File: src/rtl/eth_frame_log_arbiter.sv
// Round-robin arbiter merging two log-entry streams into one, holding each grant until tlast.
// Define ETH_FRAME_LOG_ARBITER_STATS_EN to add per-source completed-entry counters.
module eth_frame_log_arbiter #(
  parameter int C_AXI_WIDTH = 32
) (
  input  logic                   clk,
  input  logic                   rst,
  input  logic                   enable,
  input  logic [C_AXI_WIDTH-1:0] s_a_tdata,
  input  logic                   s_a_tlast,
  input  logic                   s_a_tvalid,
  output logic                   s_a_tready,
  input  logic [C_AXI_WIDTH-1:0] s_b_tdata,
  input  logic                   s_b_tlast,
  input  logic                   s_b_tvalid,
  output logic                   s_b_tready,
  output logic [C_AXI_WIDTH-1:0] m_tdata,
  output logic                   m_tuser,
  output logic                   m_tlast,
  output logic                   m_tvalid,
  input  logic                   m_tready,
  output logic                   busy
`ifdef ETH_FRAME_LOG_ARBITER_STATS_EN
  ,
  input  logic                   clear_stats,
  output logic [31:0]            count_a,
  output logic [31:0]            count_b
`endif
);

  typedef enum logic [1:0] {IDLE, GRANT_A, GRANT_B} state_t;

  state_t state;
  logic   last_grant;  // 0 = A was granted last, 1 = B
  logic   end_a;
  logic   end_b;

  // An entry ends on the accepted beat that carries tlast.
  assign end_a = (state == GRANT_A) && s_a_tvalid && m_tready && s_a_tlast;
  assign end_b = (state == GRANT_B) && s_b_tvalid && m_tready && s_b_tlast;

  // NOTE: state is updated with non-blocking assignments so every flop samples pre-edge values.
  always_ff @(posedge clk) begin
    if (rst) begin
      state      <= IDLE;
      last_grant <= 1'b1;
      busy       <= 1'b0;
    end else begin
      case (state)
        IDLE: begin
          if (enable && s_a_tvalid && (!s_b_tvalid || last_grant)) begin
            state      <= GRANT_A;
            last_grant <= 1'b0;
            busy       <= 1'b1;
          end else if (enable && s_b_tvalid) begin
            state      <= GRANT_B;
            last_grant <= 1'b1;
            busy       <= 1'b1;
          end
        end
        GRANT_A: begin
          if (end_a) begin
            state <= IDLE;
            busy  <= 1'b0;
          end
        end
        GRANT_B: begin
          if (end_b) begin
            state <= IDLE;
            busy  <= 1'b0;
          end
        end
        default: begin
          state <= IDLE;
          busy  <= 1'b0;
        end
      endcase
    end
  end

  // NOTE: every output gets a default first so no path through the case infers a latch.
  always_comb begin
    m_tdata    = '0;
    m_tuser    = 1'b0;
    m_tlast    = 1'b0;
    m_tvalid   = 1'b0;
    s_a_tready = 1'b0;
    s_b_tready = 1'b0;
    case (state)
      GRANT_A: begin
        m_tdata    = s_a_tdata;
        m_tlast    = s_a_tlast;
        m_tvalid   = s_a_tvalid;
        s_a_tready = m_tready;
      end
      GRANT_B: begin
        m_tdata    = s_b_tdata;
        m_tuser    = 1'b1;
        m_tlast    = s_b_tlast;
        m_tvalid   = s_b_tvalid;
        s_b_tready = m_tready;
      end
      default: ;
    endcase
  end

`ifdef ETH_FRAME_LOG_ARBITER_STATS_EN
  // Clear wins over a same-cycle completion; counters wrap naturally at 32 bits.
  always_ff @(posedge clk) begin
    if (rst || clear_stats) begin
      count_a <= '0;
      count_b <= '0;
    end else begin
      count_a <= count_a + {31'd0, end_a};
      count_b <= count_b + {31'd0, end_b};
    end
  end
`endif

endmodule

File: config.mk
export PLATFORM = sky130hd
export DESIGN_NAME = eth_frame_log_arbiter
export DESIGN_NICKNAME = d
export VERILOG_FILES = /design/src/rtl/eth_frame_log_arbiter.sv
export SDC_FILE = /design/constraint.sdc
export NUM_CORES = 1
export LEC_CHECK = 0
export CORE_UTILIZATION = 40
export CTS_CLUSTER_DIAMETER = 30
export DETAILED_ROUTE_END_ITERATION = 10
export DONT_BUFFER_PORTS = 1
export PLACE_DENSITY_LB_ADDON = 0.25
export SYNTH_ARGS = -nofsm -noshare
export SYNTH_HDL_FRONTEND = slang
export SYNTH_SLANG_ARGS = --single-unit
File: constraint.sdc
create_clock -name clk -period 1.3 [get_ports clk]
set_input_delay 0.26 -clock clk [delete_from_list [all_inputs] [get_ports clk]]
set_output_delay 0.26 -clock clk [all_outputs]
set_load 0.1 [all_outputs]
==> out/metrics.yaml, run 1 <==
run_status:
  status: "aborted with a tool error"
  flow.stopped_at: "detailed placement (3_5_place_dp)"
  firstError: "[ERROR DPL-0038] Utilization greater than 100%, impossible to legalize"
synthesis:
  yosys.area.top_type_share_pct: 31.53
  syn_area_um2: 809.5
  ys_seq_elements: 4
  syn_area_per_cell_um2: 7.293
  synthTopCellsByArea: "a22oi_1, nor2b_1, dfxtp_1, ha_1, buf_2"
  synth_ff_type: "dfxtp_1"
  yosys_warnings: 0
  yosys-top-cells-count: "a22oi_1, nor2b_1, buf_2"
  synth.distinct_cells: 23
  synth.largest_area_cell: "a22oi_1"
  synth_edf_count: 0
  synth_cells: 111
  yosysSeqAreaShare_pct: 9.892
  syn_nets: 186
  synthArstFlopShare_pct: 0
floorplanning:
  die_height_um: 46.99
  die_w_um: 46.99
  rows: 15
  pin_count: 110
  start_util_pct: 44.93
placement:
  io_buffers: 0
  finalWeightedCongestion: 0.6700
## logic make-up after synthesis
group / count (synthesis) / share of synthesized area (%)
and+or+nand+nor: 46 / 34.47
buffers and inverters: 15 / 10.05
DFF: 4 / 9.892
AOI/OAI and AO/OA: 43 / 40.96
adders and majority gates: 3 / 4.637
## per-stage QoR
step | setup TNS [ns] | cell area (µm²)
after floorplan | -21.87 | 1272
after global placement | -9.063 | 2007
==> inputs of run 2 (changes only) <==
==> config.mk (replaced) <==
export PLATFORM = sky130hd
export DESIGN_NAME = eth_frame_log_arbiter
export DESIGN_NICKNAME = d
export VERILOG_FILES = /design/src/rtl/eth_frame_log_arbiter.sv
export SDC_FILE = /design/constraint.sdc
export NUM_CORES = 1
export LEC_CHECK = 0
export CORE_AREA = 2 2 63 65
export DETAILED_ROUTE_END_ITERATION = 10
export DIE_AREA = 0 0 65 67
export DONT_BUFFER_PORTS = 1
export PLACE_DENSITY_LB_ADDON = 0.15
export SYNTH_ARGS = -nofsm -noshare
export SYNTH_HDL_FRONTEND = slang
export SYNTH_SLANG_ARGS = --single-unit
==> constraint.sdc (replaced) <==
create_clock -name clk -period 1.7 [get_ports clk]
set_input_delay 0.34 -clock clk [delete_from_list [all_inputs] [get_ports clk]]
set_output_delay 0.34 -clock clk [all_outputs]
set_load 0.1 [all_outputs]
==> run 2 against run 1 <==
Net effect: the flow now finishes, with violations (negative setup slack); synthesized cell count stayed put; area after synthesis stayed put.
==> out/metrics.yaml, run 2 <==
synthesis:
  synth.distinct_cells: 23  # unchanged
  syn_area_per_cell_um2: 7.293  # unchanged
  synth_edf_count: 0  # unchanged
  yosysSeqAreaShare_pct: 9.892  # unchanged
  synth.largest_area_cell: "a22oi_1"  # unchanged
  synth_ff_type: "dfxtp_1"  # unchanged
  syn_nets: 186  # unchanged
  synth_cells: 111  # unchanged
  yosys.area.top_type_share_pct: 31.53  # unchanged
  yosys_warnings: 0  # unchanged
  ys_seq_elements: 4  # unchanged
  syn_area_um2: 809.5  # unchanged
  synthArstFlopShare_pct: 0  # unchanged
  synthTopCellsByArea: "a22oi_1, nor2b_1, dfxtp_1, ha_1, buf_2"  # unchanged
  yosys-top-cells-count: "a22oi_1, nor2b_1, buf_2"  # unchanged
global_route:
  track_usage_pct: 15.05
  first_global_vias: 1064
  grt_overflow: 0
  antenna_found_initial: 0
  grt_pass1_wl_um: 5106
  grt_max_degree: 16
clock_network:
  cts_buffer_depth: 2
  cts_tree: "built"
  h-tree-depth: 1
  clk_pin_slew_worst_paths_ns: 0.03
  cts_sinks: 4
  cts_root_buffer: "clkbuf_8"
  clock_latency_ns: 0.21
  cts_buffers: 3
placement:
  dp_cells: 194
  place_area_mm2: 0.002054
  io_buffers: 0  # unchanged
  place_ws_ns: 0.005907
  finalWeightedCongestion: 0.6856  # was 0.6700
  dp_hpwl_um: 2947
sta:
  slew_viol_final: 0
  post-route-min-period_ns: 1.788
  layout_worst_path_cycle_share_pct: 105.2
  fmaxAchievable_mhz: 559.3
  relSlewSlack_pct: 80.69
  finalHoldViolCount: 0
  finClkSkew_ns: 0.002511
  hold_ws_ns: 0.2006
  setup_viol: 34
  max_slew.worst_pin.slew_ns: 0.2896
  rsz0062_at_grt: "yes"
  post-route-worst-setup-slack_ns: -0.08786
floorplanning:
  core_mm2: 0.003606
  die_w_um: 65  # was 46.99 µm
  die_height_um: 67  # was 46.99 µm
  dieArea_mm2: 0.004355
  start_util_pct: 22.45  # was 44.93%
  pin_count: 110  # unchanged
  rows: 22  # was 15
worst_setup_path:
  crit_family: "flip-flops"
  arrival_ns: 1.45
  worstPathRequired_ns: 1.36
  cpMaxStageDelayCell: "dfxtp_4"
  path_class: "register to output port"
  crit_path_end_kind: "output port"
  critPathMaxFanout: 15
  worstSetupStartpointType: "register"
  critPathMaxStageDelay_ns: 0.37
  crit_top_cell: "buf_12"
  crit_buf_inv: 3
  worstPathCellList: "inv_4, ha_4, buf_12, a22oi_2, nor2b_4, buf_12"
final_layout:
  final_nets: 230
  syn_to_final_growth_pct: 176.5
  stdcell_count: 201
  final_area_mm2: 0.002238
  mostFrequentLayoutCells: "buf_12, a22oi_2, nor2b_4, nand2_1, buf_4"
  drive_gt1_share_pct: 86.27
  diodes: 0
  final_common_cell: "buf_12"
  largest_reg_flops: 2
  largest_register: "state"
  top_regs: "state: 2 flops, busy: 1 flops, last_grant: 1 flops"
route:
  drtIter0Drc: 23
  drt_pass1_iterations: 4
  routed_via_density: 5.294
  finalWirelength_um: 3511
  wl_per_cell_um: 17.47
  final_antenna_net_count: 0
  via_count: 1064
  drc: 0
job:
  maxCapViolCount: 0
power:
  total_power_mw: 4.359
  p_leak_nw: 0.7097
  ir_drop_mv: 1.193
  power_density_mw_per_mm2: 1947
run_status:
  violations: "negative setup slack"
  status: "complete, but fails checks"  # was aborted with a tool error
min_path:
  holdCritPathClass: "primary input to register"
==> run 2: where the power goes <==
group          internal (mW)  switching [mW]
Sequential             0.138          0.0381
Combinational           1.77            2.21
Clock                  0.151          0.0461
==> run 2: cell families (layout without fill, tap and decap cells) <==
group                      after synthesis  in the layout  synth area share, %
AOI/OAI and AO/OA                       43             43                40.96
buffers and inverters                   15             57                10.05
adders and majority gates                3              3                4.637
and+or+nand+nor                         46             46                34.47
DFF                                      4              4                9.892
==> run 2: worst reg2reg max path, cell delays in order, from the launching register on <==
cell     delay, ns
dfxtp_4       0.37
inv_4         0.05
ha_4          0.19
buf_12        0.16
buf_4         0.14
a22oi_4       0.21
nand2_1       0.11
a32o_1        0.27
==> run 2: worst paths after layout <==
kind / from / endpoint / slack, ns / depth (start not counted)
worst max-delay path: state[0] / m_tdata[13] / -0.09 / 6
worst min-delay path: rst / busy / 0.20 / 1
worst max register to register: state[0] / state[0] / 0.09 / 7
worst min register to register: last_grant / last_grant / 0.46 / 2
==> run 2: repair_timing <==
item / 4_1_cts / 5_1_grt
gates cloned: 0 / 1
setup endpoints to repair: 36 / 36
pin swaps: 6 / 6
gates resized for setup: 20 / 3
buffers inserted: 1 / 2
hold buffers: 0 / 0
==> run 2: cell type report <==
type	instances	area, µm²
fillers	265	1368
clock buffers	3	41.29
flip-flops and latches	4	87.58
inverters	4	20.02
well taps	48	60.06
repair buffers	50	915.9
multi-input cells	92	1114
==> run 2: stage by stage <==
| stage | utilization, % | TNS (ns) |
|---|---|---|
| global placement | 56.97 | 0 |
| detailed placement | 56.97 | 0 |
| floorplan | - | -10.37 |
| finish | 62.07 | -2.187 |
| CTS | 60.69 | -2.591 |
| global route | 62.07 | -3.704 |
==> run 2: per-layer routing <==
metal	vias up	part of all wire [%]	global-route usage, %
met1	507	35	16.40
met3	2	7.7	3.041
met2	58	57	30.03
met4	0	0.23	2.394
met5	-	0	0
li1	497	-	-
(Power assumes the default switching activity.)
